--- src/rtl/decoder_scan_sequencer.sv ---
// rtl/decoder_scan_sequencer.sv - steps a 4-to-16 decoder select through a line mask with per-line dwell
module decoder_scan_sequencer #(
  parameter int NUM_LINES = 16,
  parameter int SEL_W     = 4,
  parameter int DWELL_W   = 8
) (
  input  logic                 clk_i,
  input  logic                 rst_i,
  input  logic                 start_i,
  input  logic [NUM_LINES-1:0] mask_i,
  input  logic [DWELL_W-1:0]   dwell_i,
  input  logic                 cont_i,
  input  logic                 abort_i,
  output logic [SEL_W-1:0]     sel_o,
  output logic                 en_o,
  output logic                 busy_o,
  output logic                 done_o
);

  typedef enum logic [1:0] {
    IDLE = 2'd0,
    SCAN = 2'd1,
    FIN  = 2'd2
  } state_t;

  state_t               state_q, state_d;
  logic [NUM_LINES-1:0] mask_q, mask_d;
  logic [DWELL_W-1:0]   dwell_q, dwell_d;
  logic                 cont_q, cont_d;
  logic [DWELL_W-1:0]   cnt_q, cnt_d;
  logic [SEL_W-1:0]     sel_q, sel_d;
  logic                 en_q, en_d;
  logic                 busy_q, busy_d;
  logic                 done_q, done_d;

  logic                 has_next;
  logic [SEL_W-1:0]     next_sel;

  // Index of the lowest set bit; 0 when the mask is empty.
  function automatic logic [SEL_W-1:0] lowest_set(input logic [NUM_LINES-1:0] m);
    logic [SEL_W-1:0] r;
    r = '0;
    for (int i = NUM_LINES - 1; i >= 0; i--) begin
      if (m[i]) r = SEL_W'(i);
    end
    return r;
  endfunction

  // Next enabled line strictly above the current select, if any.
  always_comb begin
    has_next = 1'b0;
    next_sel = sel_q;
    for (int i = NUM_LINES - 1; i >= 0; i--) begin
      if (mask_q[i] && (i > int'(sel_q))) begin
        has_next = 1'b1;
        next_sel = SEL_W'(i);
      end
    end
  end

  // Next-state and registered-output logic; done is a one-cycle pulse on leaving FIN.
  always_comb begin
    state_d = state_q;
    mask_d  = mask_q;
    dwell_d = dwell_q;
    cont_d  = cont_q;
    cnt_d   = cnt_q;
    sel_d   = sel_q;
    en_d    = en_q;
    busy_d  = busy_q;
    done_d  = 1'b0;
    case (state_q)
      IDLE: begin
        if (start_i) begin
          mask_d  = mask_i;
          dwell_d = dwell_i;
          cont_d  = cont_i;
          cnt_d   = '0;
          if (mask_i != '0) begin
            state_d = SCAN;
            sel_d   = lowest_set(mask_i);
            en_d    = 1'b1;
            busy_d  = 1'b1;
          end else begin
            state_d = FIN;
          end
        end
      end
      SCAN: begin
        if (abort_i) begin
          state_d = IDLE;
          en_d    = 1'b0;
          busy_d  = 1'b0;
        end else if (cnt_q == dwell_q) begin
          cnt_d = '0;
          if (has_next) begin
            sel_d = next_sel;
          end else if (cont_q) begin
            sel_d = lowest_set(mask_q);
          end else begin
            state_d = FIN;
            en_d    = 1'b0;
            busy_d  = 1'b0;
          end
        end else begin
          cnt_d = cnt_q + 1'b1;
        end
      end
      FIN: begin
        state_d = IDLE;
        done_d  = 1'b1;
      end
      default: begin
        state_d = IDLE;
        en_d    = 1'b0;
        busy_d  = 1'b0;
      end
    endcase
  end

  // State and output registers; reset overrides every input.
  always_ff @(posedge clk_i) begin
    if (rst_i) begin
      state_q <= IDLE;
      mask_q  <= '0;
      dwell_q <= '0;
      cont_q  <= 1'b0;
      cnt_q   <= '0;
      sel_q   <= '0;
      en_q    <= 1'b0;
      busy_q  <= 1'b0;
      done_q  <= 1'b0;
    end else begin
      state_q <= state_d;
      mask_q  <= mask_d;
      dwell_q <= dwell_d;
      cont_q  <= cont_d;
      cnt_q   <= cnt_d;
      sel_q   <= sel_d;
      en_q    <= en_d;
      busy_q  <= busy_d;
      done_q  <= done_d;
    end
  end

  assign sel_o  = sel_q;
  assign en_o   = en_q;
  assign busy_o = busy_q;
  assign done_o = done_q;

endmodule

--- config.mk ---
export PLATFORM = sky130hd
export DESIGN_NAME = decoder_scan_sequencer
export DESIGN_NICKNAME = d
export VERILOG_FILES = /design/src/rtl/decoder_scan_sequencer.sv
export SDC_FILE = /design/constraint.sdc
export NUM_CORES = 1
export LEC_CHECK = 0
export ABC_AREA = 1
export ABC_CLOCK_PERIOD_IN_PS = 4650
export CAP_MARGIN = 20
export CORE_ASPECT_RATIO = 1.5
export CORE_UTILIZATION = 58
export CTS_CLUSTER_DIAMETER = 50
export DETAILED_ROUTE_END_ITERATION = 10
export GPL_ROUTABILITY_DRIVEN = 0
export PLACE_DENSITY = 0.83
export SYNTH_ARGS = -nofsm -noshare
export SYNTH_HDL_FRONTEND = slang
export SYNTH_SLANG_ARGS = --single-unit
--- constraint.sdc ---
create_clock -name clk_i -period 4.65 [get_ports clk_i]
set_input_delay 0.6975 -clock clk_i [delete_from_list [all_inputs] [get_ports clk_i]]
set_output_delay 0.6975 -clock clk_i [all_outputs]
set_load 0.01 [all_outputs]
* Word-level counts from Yosys, hierarchy flattened
Index checks and enable logic that the tools add are counted.
Storage, ports and cells: register bits 41, input port bits 29, output and inout port bits 7, word-level logic and storage cells 148
Operators by class: add/sub/neg operators 1, $lt $le $gt $ge 15, eq/ne operators 12, muxes and demuxes 88, bitwise gates (word level) 1, reductions and logical operators 23
Operator list (count):
- $mux W4 | 53
- $gt A4 B4 Y1 const A | 8
- $mux W8 | 3
- $mux W1 | 22
- $ne A17 B17 Y1 const B | 1
- $gt A3 B4 Y1 const A | 4
- $pmux W8 S2 | 1
- $reduce_bool A16 Y1 | 1
- $logic_and A1 B1 Y1 | 15
- $mux W2 | 6
- $ne A3 B3 Y1 const B | 4
- $add A8 B1 Y8 const B | 1
- $eq A8 B8 Y1 | 1
- $gt A2 B4 Y1 const A | 2
- $ne A2 B2 Y1 const B | 4
- $pmux W4 S2 | 1
- $reduce_and A7 Y1 | 1
- $reduce_and A6 Y1 | 1
- $gt A1 B4 Y1 const A | 1
- $pmux W2 S2 | 1
- $reduce_and A4 Y1 | 1
- $pmux W1 S3 | 1
- $reduce_and A3 Y1 | 1
- $eq A2 B1 Y1 const B | 1
- other kinds (5) | 5

* Depth between registers and ports, before layout
word-level depth 21, mapped depth 21, gate-level depth less buffers 21

* Worst setup path before layout
OpenSTA, ideal clock, no wires.
path type flip-flop to flip-flop, start point register sel_q[3], in the netlist sel_o[3], end point register busy_q, in the netlist busy_o, setup time 0.123 ns, arrival 1.644 ns, required time 4.527 ns, path slack 2.883 ns, cell stages (with the launch flop) 12, clock period less this slack 1.767 ns, cell sequence dfxtp_1 inv_2 o211ai_1 nand2_1 nor2_1 nand3_2 o31ai_4 inv_2 nor2_2 nand3_1 nand2_1 a21oi_1
On the way: word-level cells in the longest chain between the ends 19
RTL lines:
- start, declared | line 31 | logic [SEL_W-1:0] sel_q, sel_d;
- start signal, assigned | line 139 | sel_q <= sel_d;
- $gt A4 B4 Y1 | line 54 | if (mask_q[i] && (i > int'(sel_q))) begin
- $logic_and A1 B1 Y1 | line 54
- $mux W1 (14 in series) | line 54
- $mux W1 (*) | line 54
- $ne A3 B3 Y1 (no source line) (*)
- $reduce_and A6 Y1 (no source line) (*)
- end signal, assigned | line 141 | busy_q <= busy_d;
- end, declared | line 33 | logic busy_q, busy_d;
Every way passes the cells marked *; elsewhere a longest branch is shown, timed or not. A chain may end at the register's enable or synchronous reset.

* Worst setup path in the final report
start point input start_i, end point register sel_q[3], in the netlist sel_o[3]
On the way: word-level cells in the longest chain between the ends 2
RTL lines:
- start, declared | line 9 | input logic start_i,
- $ne A2 B2 Y1 (no source line)
- $reduce_and A7 Y1 (no source line)
No other way between the ends.

==> metrics <==
Routed Antenna Nets 0; clk root buf clkbuf_8; Int Power 0.651 mW; RSZ-0062 raised after global routing false; crit-path cells clkdlybuf4s50_1 -> inv_1 -> nor2_4 -> nor2_1 -> inv_2 -> nand2_1 -> a21oi_1 -> nand2_2 -> inv_2 -> o21ai_0 -> a31oi_1; NetSw 0.295 mW; XOR/XNOR share of the synthesized area 1.11%; Via-to-Cell Ratio 5.64; Most common cell on crit path inv_2; DP Area 2750 sq um; Row Count 28; Layout fillers 344; M3 GR Usage 5.87%; Slew @ Worst Pin 759 ps; crit path capture type flop; CTS tree yes; DR WL/cell 13.4 um; GR Util met1 29.6%; DRC Markers 0; grt met2 use 58.9%; post-layout minimum cycle time 2630 ps; Finished Cell Area 2860 sq um; Core ar. 3920 sq um; Warnings, synthesis 0; Post-Synth Adder-Cell Area 0.527%; Clk pwr share 31.1%; Max Slew Vio Count 0; Total GRT Usage 31.2%; Slew HR 49.3%; Synth Area in Compound Gates 22.7%; worst hold path class reg2reg; number of synthesized register bits 41; CTS resizes 0; Vias 2532; drt first pass iters 5; DR iter-0 viols 88; mux cell area share after synthesis 0%; kind of critical path in2reg; skew final 9.72 ps; worst vdd ir 301 uV; final setup fails 0; CP max stage cell nor2_4; Sum Neg Setup Slack 0 ps; I/O pins 36; CTS Hold Buffers Added 0; combinational power share 25.9%; GR peak layer met2; DPL Wire Length 4650 um; period utilization 56.6%; largest net degree at the start of global routing 36; WL final 6040 um; Worst Path Required 4880 ps; chip height 80.4 um; Power per Cell Area 330 nW/um^2; Fmax achieved 380 MHz; initial cell density of the core 60.5%; Nets 433; CP Max Fanout 35; P&R area growth vs syn 20.6%; die footprint 4360 sq um; worst skew pair latency 290 ps; share of layout cells above drive strength 1 7.18%; cell area after synthesis 2370 sq um; Mean Syn Cell Area 6.43 sq um; Syn Inst Count 369; critical path data arrival time 2860 ps; Reg clk slew, reported paths 80 ps; main combinational cell family by area after synthesis simple AND/OR/NAND/NOR gates; CP Launch Type primary input; Seq pwr share 43.1%; vias in the first global route 2359; first-pass GRT wire length 9790 um; final hold violation count 0; outcome completed; leakage power 1.25 nW; post-synthesis sequential area ratio 34.6%; initial antenna violation count 0; CP bufs+invs 4; Bufs on Longest Clock Path 2; syn_nets 399; total gr overflow 0; CTS buffer count 5; postcts setup bufs 0; # clock sinks 41; MaxCap Viol Count 0; simple-gate share of the synthesized area 30.6%; switching share of power 31.2%; Die Wd 54.2 um; port bufs 35; CP top delay family simple AND/OR/NAND/NOR gates; CP max stage delay 520 ps; CTS H-tree depth 2; # diodes 0; Netlist cell types 39
[through the flow]
| step | power, mW | std cells | setup WS [ps] | hold slack (ps) | utilization (%) |
|---|---|---|---|---|---|
| finish | 0.945 | 449 | 2020 | 471 | 73.0 |
| floorplan | 0.570 | 369 | 2880 | 444 | - |
| CTS | 0.947 | 449 | 2020 | 470 | 73.0 |
| global route | 0.996 | 449 | 1740 | 493 | 73.0 |
| detailed placement | 0.654 | 441 | 1720 | 460 | 70.0 |
| global placement | 0.648 | 441 | 1800 | 456 | 70.0 |
[flip-flops by register name (all words and copies together) (netlist names)]
| signal | count |
|---|---|
| busy_o | 1 |
| cnt_q | 8 |
| cont_q | 1 |
| done_o | 1 |
| dwell_q | 8 |
| mask_q | 16 |
| sel_o | 4 |
| state_q | 2 |
[placed cells by master, fill, tap and decap left out, drive strengths merged, types with 4 or more instances in the layout]
cell type,instances
a21oi,33
o21ai,42
clkdlybuf4s50,35
clkbuf,7
nand3,18
nor2,54
nand2,74
dfxtp,41
inv,55
nor4,5
or2,4
nand4,4
nor3,7
[path summary, 6_finish.rpt]
kind                                  from          to  slack (ps)  cells past startpoint
worst max-delay path               start_i    sel_o[3]        2020                     11
worst min-delay path            dwell_q[4]  dwell_q[4]         470                      2
worst max register to register  state_q[1]    sel_o[3]        2310                     11
worst min register to register  dwell_q[4]  dwell_q[4]         470                      2
[worst register-to-register path: stages (launching register included)]
cell     delay [ps]
dfxtp_1         350
nor2_1          200
inv_1           120
nor2_4          510
nor2_1          270
inv_2           170
nand2_1          90
a21oi_1         150
nand2_2         100
inv_2            90
o21ai_0          70
a31oi_1         170
[routing by layer]
| metal | wire length, um | part of all wire (%) |
|---|---|---|
| met5 | 0 | 0 |
| met2 | 3270 | 54 |
| met3 | 225 | 3.7 |
| met1 | 2290 | 38 |
| met4 | 255 | 4.2 |
[cell type report]
| type | count | area [sq um] | area share [%] |
|---|---|---|---|
| Clock buffer | 7 | 86.3 | 3.02 |
| Clock inverter | 1 | 30.0 | 1.05 |
| Inverter | 57 | 215 | 7.52 |
| Multi-Input combinational cell | 263 | 1300 | 45.5 |
| Sequential cell | 41 | 821 | 28.7 |
| Tap cell | 45 | 56.3 | 1.97 |
| Timing Repair Buffer | 35 | 350 | 12.2 |
[power groups by stage]
stage	Clock [mW]	Combinational [mW]	Sequential, mW
2_1_floorplan	0	0.162	0.408
3_3_place_gp	0	0.235	0.413
3_5_place_dp	0	0.240	0.414
4_1_cts	0.299	0.242	0.406
5_1_grt	0.308	0.278	0.410
6_report	0.294	0.244	0.407
[cell usage after synthesis (all sizes together)]
master   count  share of area, %
nand2       74                12
ha           1              0.53
xor2         3               1.1
clkbuf       6              0.95
a211oi       1              0.32
inv         55               8.7
a21oi       33               7.0
o311ai       1              0.37
clkinv       2              0.37
o21ai       42               8.9
o31ai        3               1.7
o21bai       1              0.32
a22oi        2              0.63
o211ai       3              0.95
nand4        4               1.1
a2111oi      1              0.63
dfxtp       41                35
buf          2              0.47
a31oi        3              0.79
o21a         1              0.32
nand3       18               4.0
nor2        54               9.4
or2          4               1.1
nor4         5               1.3
a311oi       1              0.37
nor3         7               1.7
o211a        1              0.42
[cells by family after synthesis]
family,count (synthesis)
buffers and inverters,65
AO/OA/AOI/OAI,93
XOR/XNOR,3
flip-flops,41
AND/OR/NAND/NOR,166
adder cells (fa/ha/maj),1
Power figures use the tool's default switching activity.
